### config.mk
export PLATFORM = sky130hd
export DESIGN_NAME = psi_pulse_gen_flat
export DESIGN_NICKNAME = d
export VERILOG_FILES = /design/src/rtl/psi_pulse_gen_if.sv /design/src/rtl/psi_pulse_gen.sv /design/src/flat_wrapper.sv
export SDC_FILE = /design/constraint.sdc
export NUM_CORES = 1
export LEC_CHECK = 0
export CAP_MARGIN = 20
export CORE_MARGIN = 1.5
export CORE_UTILIZATION = 55
export DETAILED_ROUTE_END_ITERATION = 10
export GPL_TIMING_DRIVEN = 0
export MAX_ROUTING_LAYER = met4
export PLACE_DENSITY = 0.78
export SYNTH_ARGS = -nofsm -noshare
export SYNTH_HDL_FRONTEND = slang
export SYNTH_SLANG_ARGS = --single-unit
export TNS_END_PERCENT = 50
### constraint.sdc
create_clock -name clk -period 4.6 [get_ports clk]
set_input_delay 0.46 -clock clk [delete_from_list [all_inputs] [get_ports clk]]
set_output_delay 0.46 -clock clk [all_outputs]
set_load 0.01 [all_outputs]
### src/rtl/psi_pulse_gen_if.sv
// psi_pulse_gen_if: control/status bundle for the PSI pulse-train generator.
//   master : drives start/stop and the length/count settings, observes status
//   slave  : the generator itself
// Signals:
//   start, stop              request strobes
//   highLen, lowLen          phase length codes (phase lasts code+1 cycles)
//   pulseCount               pulses per train, 0 = continuous
//   PSI                      generated pulse line
//   busy, done               train in progress / finite train completed strobe
//   pulsesSent               completed high phases in current or last train
interface psi_pulse_gen_if #(
  parameter int WIDTH = 8
);
  logic             start;
  logic             stop;
  logic [WIDTH-1:0] highLen;
  logic [WIDTH-1:0] lowLen;
  logic [WIDTH-1:0] pulseCount;
  logic             PSI;
  logic             busy;
  logic             done;
  logic [WIDTH-1:0] pulsesSent;

  modport master (
    output start, stop, highLen, lowLen, pulseCount,
    input  PSI, busy, done, pulsesSent
  );

  modport slave (
    input  start, stop, highLen, lowLen, pulseCount,
    output PSI, busy, done, pulsesSent
  );
endinterface

### src/rtl/psi_pulse_gen.sv
// psi_pulse_gen: programmable PSI pulse-train generator.
// Produces pulses high for highLen+1 cycles and low for lowLen+1 cycles,
// either pulseCount pulses (done strobe at the end) or continuously
// (pulseCount=0) until stop.
// Ports:
//   clk  system clock, rising edge
//   rst  asynchronous active-low reset
//   bus  psi_pulse_gen_if.slave (start/stop/settings in, PSI/busy/done/pulsesSent out)
// Build option:
//   PSI_GEN_RELOAD_EN  when defined, highLen/lowLen are re-sampled from the
//                      inputs at every counter load instead of being held
//                      from start for the whole train.
module psi_pulse_gen #(
  parameter int WIDTH = 8
) (
  input  logic           clk,
  input  logic           rst,
  psi_pulse_gen_if.slave bus
);

  typedef enum logic [1:0] {
    IDLE = 2'd0,
    HIGH = 2'd1,
    LOW  = 2'd2
  } state_t;

  state_t           state_q, state_d;
  logic [WIDTH-1:0] cnt_q, cnt_d;
  logic [WIDTH-1:0] sent_q, sent_d;
  logic [WIDTH-1:0] pcnt_q, pcnt_d;
  logic             psi_q, psi_d;
  logic             busy_q, busy_d;
  logic             done_q, done_d;
  logic [WIDTH-1:0] high_src, low_src;

`ifdef PSI_GEN_RELOAD_EN
  // Lengths track the live inputs at each phase load.
  assign high_src = bus.highLen;
  assign low_src  = bus.lowLen;
`else
  logic [WIDTH-1:0] hlen_q, hlen_d;
  logic [WIDTH-1:0] llen_q, llen_d;

  assign high_src = hlen_q;
  assign low_src  = llen_q;
`endif

  always_comb begin
    state_d = state_q;
    cnt_d   = cnt_q;
    sent_d  = sent_q;
    pcnt_d  = pcnt_q;
    done_d  = 1'b0;
`ifndef PSI_GEN_RELOAD_EN
    hlen_d  = hlen_q;
    llen_d  = llen_q;
`endif
    case (state_q)
      IDLE: begin
        // stop has priority over start in IDLE.
        if (bus.start && !bus.stop) begin
          pcnt_d  = bus.pulseCount;
`ifndef PSI_GEN_RELOAD_EN
          hlen_d  = bus.highLen;
          llen_d  = bus.lowLen;
`endif
          sent_d  = '0;
          cnt_d   = bus.highLen;
          state_d = HIGH;
        end
      end
      HIGH: begin
        if (bus.stop) begin
          state_d = IDLE;
        end else if (cnt_q == '0) begin
          sent_d  = sent_q + WIDTH'(1);
          cnt_d   = low_src;
          state_d = LOW;
        end else begin
          cnt_d   = cnt_q - WIDTH'(1);
        end
      end
      LOW: begin
        if (bus.stop) begin
          state_d = IDLE;
        end else if (cnt_q == '0) begin
          if ((pcnt_q != '0) && (sent_q == pcnt_q)) begin
            state_d = IDLE;
            done_d  = 1'b1;
          end else begin
            cnt_d   = high_src;
            state_d = HIGH;
          end
        end else begin
          cnt_d   = cnt_q - WIDTH'(1);
        end
      end
      default: state_d = IDLE;
    endcase
    // Outputs are registered from the next state so they change on the
    // same edge as the state they describe.
    psi_d  = (state_d == HIGH);
    busy_d = (state_d != IDLE);
  end

  always_ff @(posedge clk or negedge rst) begin
    if (!rst) begin
      state_q <= IDLE;
      cnt_q   <= '0;
      sent_q  <= '0;
      pcnt_q  <= '0;
      psi_q   <= 1'b0;
      busy_q  <= 1'b0;
      done_q  <= 1'b0;
    end else begin
      state_q <= state_d;
      cnt_q   <= cnt_d;
      sent_q  <= sent_d;
      pcnt_q  <= pcnt_d;
      psi_q   <= psi_d;
      busy_q  <= busy_d;
      done_q  <= done_d;
    end
  end

`ifndef PSI_GEN_RELOAD_EN
  always_ff @(posedge clk or negedge rst) begin
    if (!rst) begin
      hlen_q <= '0;
      llen_q <= '0;
    end else begin
      hlen_q <= hlen_d;
      llen_q <= llen_d;
    end
  end
`endif

  assign bus.PSI        = psi_q;
  assign bus.busy       = busy_q;
  assign bus.done       = done_q;
  assign bus.pulsesSent = sent_q;

endmodule

### src/flat_wrapper.sv
// flat-port wrapper written by rule: the top's interface ports become plain ports
module psi_pulse_gen_flat 
#(
  parameter int WIDTH = 8
)
  (clk, rst, bus_start, bus_stop, bus_highLen, bus_lowLen, bus_pulseCount, bus_PSI, bus_busy, bus_done, bus_pulsesSent);
  psi_pulse_gen_if #(.WIDTH(WIDTH)) bus_i ();
  input  logic clk;
  input  logic rst;
  input wire logic [$bits(bus_i.start)-1:0] bus_start;
  input wire logic [$bits(bus_i.stop)-1:0] bus_stop;
  input wire logic [$bits(bus_i.highLen)-1:0] bus_highLen;
  input wire logic [$bits(bus_i.lowLen)-1:0] bus_lowLen;
  input wire logic [$bits(bus_i.pulseCount)-1:0] bus_pulseCount;
  output wire logic [$bits(bus_i.PSI)-1:0] bus_PSI;
  output wire logic [$bits(bus_i.busy)-1:0] bus_busy;
  output wire logic [$bits(bus_i.done)-1:0] bus_done;
  output wire logic [$bits(bus_i.pulsesSent)-1:0] bus_pulsesSent;
  assign bus_i.start = bus_start;
  assign bus_i.stop = bus_stop;
  assign bus_i.highLen = bus_highLen;
  assign bus_i.lowLen = bus_lowLen;
  assign bus_i.pulseCount = bus_pulseCount;
  assign bus_PSI = bus_i.PSI;
  assign bus_busy = bus_i.busy;
  assign bus_done = bus_i.done;
  assign bus_pulsesSent = bus_i.pulsesSent;
  psi_pulse_gen #(.WIDTH(WIDTH)) u_core (.clk(clk), .rst(rst), .bus(bus_i));
endmodule
==> metrics.csv, run 1 <==
stage;metric;value;unit
global_route;grt_use_total;0.233;
timing;holdWs;0.0580;ns
synth;synthTopCellsByArea;dfrtp_1, mux2_2, ha_1, xnor2_1, mux2_4;
power_and_ir_drop;p_total;1.80;mW
cells_and_area;num_antenna_cells;0;
placed_design;dpl-instance-area;2940;µm²
setup_path;critPathLaunch;u_core.cnt_q[0];
synth;yosys_warnings;0;
setup_path;start_kind;flop;
setup_path;arrival;2.99;ns
timing;finalCritPeriodShare;0.609;
run_status;run_status;finished, final reports clean;
detailed_routing;viasPerCell;5.86;
detailed_routing;wl_per_cell;16.2;µm
power_and_ir_drop;p_comb_frac;0.457;
timing;final-setup-viol-count;0;
cells_and_area;fill_cells;340;
global_route;grt_max_degree;32;
placed_design;io_buffers;38;
power_and_ir_drop;ir_worst_vdd;0.308;mV
cells_and_area;area_delta_synth_final;22.7;%
global_route;grt_antenna_before_repair;0;
global_route;grt_pass1_wl;8660;µm
cells_and_area;drive_gt1_frac;0.155;
clock_network;cts_buffer_depth;2;
floorplan;core;4350;µm²
synth;async_reset_ff_frac;1.00;
synth;ys_seq_area_frac;0.455;
setup_path;crit_path_max_fanout;10;
timing;rsz0062_at_grt;false;
setup_path;cp-end-kind;flop;
power_and_ir_drop;power.leakage;1.24;nW
clock_network;numCtsBuffers;5;
timing;setup_tns;0;ns
detailed_routing;dr.pass1.iters;4;
timing;drv_slew;0;
timing;maxSlewHeadroom;0.568;
clock_network;clock_latency;0.30;ns
floorplan;die_x;70.1;µm
synth;ys_top_cells_by_count;dfrtp_1, mux2_2, nor2_1;
floorplan;pin_count;39;
clock_network;cts_resized;0;
min_path;hold_path_class;input port to async pin;
clock_network;clkSinkCount;45;
synth;yosysMostFrequentCell;dfrtp_1;
detailed_routing;drt.antenna.violating_nets;0;
timing;worst_pin_slew;0.646;ns
synth;ys_types;47;
global_route;grtUsageMet3;0.0433;
timing;max_freq;357;MHz
floorplan;die_h;70.1;µm
job;drv_cap;0;
placed_design;place_congestion;0.912;
global_route;busiest_layer;met2;
detailed_routing;routed-via-count;1928;
synth;syn_nets;265;
power_and_ir_drop;swShare;0.382;
clock_network;holdBufCountCts;0;
clock_network;root_buffer;clkbuf_8;
floorplan;dieArea;4910;µm²
floorplan;initial_core_util;0.568;
setup_path;critical_path_class;flop to flop;
clock_network;h-tree-depth;2;
global_route;overflow;0;
power_and_ir_drop;p_int;1.11;mW
floorplan;row_count;24;
synth;syn_avg_cell_area;10.8;µm²
clock_network;postCtsSetupRepairBufs;0;
global_route;gr-usage-met2;0.403;
timing;fin_skew;0.00456;ns
power_and_ir_drop;switching_power;0.687;mW
detailed_routing;drtIter0Drc;88;
synth;synthesis.area;2470;µm²
timing;finalCriticalPeriod;2.80;ns
setup_path;reg2reg_from;u_core.cnt_q[0];
clock_network;clk_pin_slew;0.08;ns
clock_network;cts_tree;yes;
synth;ys_ff_latch;45;
placed_design;post-dp-hpwl;3840;µm
synth;synth_top_area_frac;0.455;
synth;ys.flop_type;dfrtp_1;
power_and_ir_drop;p_clk_frac;0.148;
timing;hold_viol;0;
power_and_ir_drop;p_per_area;593;nW/µm²
cells_and_area;final_nets;311;
power_and_ir_drop;power_frac_seq;0.395;
global_route;met1_usage;0.277;
detailed_routing;route.detailed.drc;0;
synth;syn_inst;230;
detailed_routing;finalWirelength;5330;µm
synth;synth_edf_count;0;
cells_and_area;fin_area;3040;µm²
synth;yosysTopAreaCell;dfrtp_1;
global_route;grt_pass1_vias;1837;
setup_path;cp_data_required_time;4.79;ns
==> area by class of cell <==
class                   instances  area (µm²)  share of cell area
clock buffers                   7        96.3              0.0317
flip-flops and latches         45        1130               0.371
well taps                      52        65.1              0.0214
plain buffers                  10        46.3              0.0152
inverters                       9        33.8              0.0111
clock inverters                 1        5.00             0.00165
multi-input cells             166        1270               0.418
repair buffers                 39         395               0.130
==> path summary, 6_finish.rpt <==
path	end	slack, ns	cells past startpoint
setup / recovery	u_core.cnt_q[2]	1.80	9
hold / removal	u_core.bus.pulsesSent[6]	0.06	1
setup reg to reg	u_core.cnt_q[2]	1.80	9
hold reg to reg	u_core.high_src[2]	0.49	2
max in group asynchronous	u_core.llen_q[0]	4.06	2
min in group clk	u_core.high_src[2]	0.49	2
==> sequential cells by signal, summed over array words and instances, names as in the netlist <==
name and flops:
u_core.pcnt_q 8, u_core.cnt_q 8, u_core.llen_q 8, u_core.bus.busy 1, u_core.bus.PSI 1, u_core.bus.pulsesSent 8
u_core.bus.done 1, u_core.state_q 2, u_core.high_src 8
==> metal layers <==
layer,share of wire,up-vias
met4,0.015,0
met3,0.038,10
met1,0.43,935
li1,-,931
met2,0.52,52
met5,0,-
==> cells in the final DEF, fill, tap and decap left out, drive strengths merged, types with 5 or more instances in the layout <==
cell | netlist | layout
dfrtp | 45 | 45
clkdlybuf4s50 | 0 | 37
mux2 | 28 | 28
nor2 | 17 | 17
clkbuf | 8 | 15
o21ai | 13 | 13
nand2 | 12 | 12
a21oi | 11 | 11
xnor2 | 10 | 10
inv | 8 | 8
o31ai | 8 | 8
ha | 7 | 7
xor2 | 5 | 5
==> cells by family (layout without fill, tap and decap cells) <==
family	count (synthesis)	in the layout	synth area share
multiplexers	32	32	0.151
adder cells (fa/ha/maj)	7	7	0.0354
buffers and inverters	19	66	0.0324
AND/OR/NAND/NOR	60	60	0.120
AO/OA/AOI/OAI	52	52	0.153
flip-flops	45	45	0.455
XOR/XNOR	15	15	0.0531
==> power groups by stage <==
stage                     sequential, mW  clock, mW  combinational [mW]
after detailed placement           0.718          0               0.815
after global placement             0.709          0               0.789
after global routing               0.739      0.290               0.892
final                              0.711      0.267               0.822
after CTS                          0.711      0.271               0.822
after floorplan                    0.685          0               0.613
==> critical path: stages, from the launching register on <==
cell and delay (ns):
dfrtp_1 0.44, inv_1 0.13, ha_1 0.19, or3b_2 0.44
clkbuf_1 0.18, or2_1 0.26, buf_6 0.16, a2111oi_4 0.34
a211oi_4 0.22, mux2_4 0.34
==> stage by stage <==
step | std cells | setup slack [ns] | utilization
floorplan | 230 | 2.11 | -
global placement | 320 | 1.85 | 0.671
detailed placement | 321 | 1.82 | 0.674
CTS | 329 | 1.78 | 0.697
global route | 329 | 1.68 | 0.697
finish | 329 | 1.80 | 0.697
Power figures use the tool's default switching activity.
==> run 2, diff against run 1 <==
CORE_UTILIZATION = 53   (was 55)
PLACE_DENSITY = 0.76   (was 0.78)
clock period = 2.6 ns   (was 4.6 ns; I/O delays follow)
==> metrics.csv, run 2 (synthesized netlist as in run 1, its figures left out) <==
stage;metric;value;unit;change
run_status;run_status;finished, final reports clean;;unchanged
floorplan;pin_count;39;;unchanged
global_route;overflow;0;;unchanged
power_and_ir_drop;p_per_area;1050;nW/µm²;was 593 nW/µm²
detailed_routing;viasPerCell;5.78;;was 5.86
global_route;grt_pass1_vias;1792;;was 1,837
cells_and_area;fin_area;3080;µm²;was 3040 µm²
setup_path;crit_slowest_cell;or4_1;;was dfrtp_1
power_and_ir_drop;ir_worst_vdd;0.520;mV;was 0.308 mV
detailed_routing;finalWirelength;5360;µm;was 5330 µm
job;drv_cap;0;;unchanged
setup_path;cp_data_required_time;2.79;ns;was 4.79 ns
timing;setup_tns;0;ns;unchanged
setup_path;path_delay_family;simple AND/OR/NAND/NOR gates;;unchanged
timing;fin_ws;0.106;ns;was 1.80 ns
power_and_ir_drop;power.leakage;1.26;nW;was 1.24 nW
timing;final-setup-viol-count;0;;unchanged
floorplan;die_x;71.3;µm;was 70.1 µm
timing;drv_slew;0;;unchanged
clock_network;numCtsBuffers;5;;unchanged
setup_path;slowest_delay;0.52;ns;was 0.44 ns
timing;maxSlewHeadroom;0.557;;was 0.568
setup_path;cp-end-kind;flop;;unchanged
global_route;grt_use_total;0.222;;was 0.233
global_route;grt_antenna_before_repair;0;;unchanged
placed_design;post-dp-hpwl;3810;µm;was 3840 µm
floorplan;row_count;24;;unchanged
setup_path;crit_buf_inv;2;;was 3
floorplan;dieArea;5090;µm²;was 4910 µm²
timing;holdWs;0.399;ns;was 0.0580 ns
cells_and_area;mostFrequentLayoutCells;dfrtp_1, clkdlybuf4s50_1, mux2_2;;unchanged
global_route;grt_max_degree;31;;was 32
placed_design;dp.cells;321;;unchanged
detailed_routing;dr.pass1.iters;4;;unchanged
clock_network;h-tree-depth;2;;unchanged
setup_path;crit_path_max_fanout;10;;unchanged
floorplan;initial_core_util;0.561;;was 0.568
detailed_routing;routed-via-count;1925;;was 1,928
cells_and_area;num_antenna_cells;0;;unchanged
floorplan;core;4410;µm²;was 4350 µm²
floorplan;die_h;71.3;µm;was 70.1 µm
detailed_routing;route.detailed.drc;0;;unchanged
timing;rsz0062_at_grt;false;;unchanged
clock_network;clock_latency;0.30;ns;about the same
placed_design;place_ws;-0.179;ns;was 1.82 ns
power_and_ir_drop;p_total;3.22;mW;was 1.80 mW
detailed_routing;drt.antenna.violating_nets;0;;unchanged
cells_and_area;postLayoutCoreUtil;0.697;;about the same
placed_design;io_buffers;38;;unchanged
timing;max_freq;401;MHz;was 357 MHz
cells_and_area;final_common_cell;dfrtp_1;;unchanged
setup_path;start_kind;flop;;unchanged
timing;hold_viol;0;;unchanged
setup_path;critical_path_class;flop to flop;;unchanged
clock_network;cts_tree;yes;;unchanged
timing;finalCriticalPeriod;2.49;ns;was 2.80 ns
timing;worst_pin_slew;0.664;ns;was 0.646 ns
detailed_routing;drtIter0Drc;57;;was 88
cells_and_area;fin_cells;333;;was 329
clock_network;root_buffer;clkbuf_8;;unchanged
placed_design;dpl-instance-area;2940;µm²;unchanged
timing;finalCritPeriodShare;0.959;;was 0.609
min_path;hold_path_class;input port to async pin;;unchanged
clock_network;cts_buffer_depth;2;;unchanged
cells_and_area;drive_gt1_frac;0.171;;was 0.155
cells_and_area;final_nets;315;;was 311
clock_network;clk_pin_slew;0.08;ns;about the same
global_route;grt_pass1_wl;8380;µm;was 8660 µm
clock_network;clkSinkCount;45;;unchanged
setup_path;path_cells;or4_1 -> buf_2 -> or2_1 -> buf_6 -> a2111oi_4 -> a211oi_4 -> mux2_4;;was inv_1 -> ha_1 -> or3b_2 -> clkbuf_1 -> or2_1 -> buf_6 -> a2111oi_4 -> a211oi_4 -> mux2_4
placed_design;place_congestion;0.897;;was 0.912
cells_and_area;area_delta_synth_final;24.4;%;was 22.7%
timing;fin_skew;0.00550;ns;was 0.00456 ns
detailed_routing;wl_per_cell;16.1;µm;was 16.2 µm
setup_path;arrival;2.68;ns;was 2.99 ns
-- run 2: cell count changes in the layout (fill, tap and decap cells not counted), sizes merged --
cell         previous run  this run
buf                     4         8
dlygate4sd3             0         1
clkbuf                 15        14
-- run 2: path summary, 6_finish.rpt --
| check | from | endpoint | slack [ns] | depth (start not counted) |
|---|---|---|---|---|
| setup / recovery | u_core.cnt_q[2] | u_core.cnt_q[3] | 0.11 | 7 |
| hold / removal | rst | u_core.bus.pulsesSent[6] | 0.40 | 2 |
| setup reg to reg | u_core.cnt_q[2] | u_core.cnt_q[3] | 0.11 | 7 |
| hold reg to reg | u_core.high_src[7] | u_core.high_src[7] | 0.51 | 1 |
| max in group asynchronous | rst | u_core.llen_q[4] | 1.72 | 3 |
| min in group clk | u_core.high_src[7] | u_core.high_src[7] | 0.51 | 1 |
-- run 2: what timing repair did --
action / 4_1_cts / 5_1_grt
endpoints found under the hold margin: 15 / 0
buffers inserted: 3 / 1
gates resized for setup: 1 / 1
setup endpoints to repair: 8 / 10
hold buffers: 1 / 0
pin swaps: 2 / 2
-- run 2: area by class of cell --
type                            count  area, µm²
Tap cell                           52       65.1
Buffer                              9       42.5
Sequential cell                    45       1130
Fill cell                         348       1340
Inverter                            9       33.8
Clock inverter                      1       5.00
Clock buffer                        7       96.3
Timing Repair Buffer               44        435
Multi-Input combinational cell    166       1270
-- run 2: worst reg2reg max path, delay by kind of cell, from the launching register on --
family                 cells  cell delay [ns]
multiplexers               1             0.33
buffers and inverters      2             0.33
flip-flops                 1             0.45
AO/OA/AOI/OAI              2             0.51
AND/OR/NAND/NOR            2             0.76
-- run 2: layer usage --
| layer | vias up | routed length, µm | track usage |
|---|---|---|---|
| met2 | 53 | 2640 | 0.362 |
| met5 | - | 0 | - |
| met4 | 0 | 98 | 0.0943 |
| li1 | 939 | - | - |
| met1 | 926 | 2360 | 0.265 |
| met3 | 7 | 265 | 0.0506 |
-- run 2: power by group --
part	leakage, nW	switching [mW]	internal, mW
logic	0.652	0.724	0.766
registers	0.558	0.264	0.996
clock network	0.0542	0.234	0.240
total	1.26	1.22	2.00
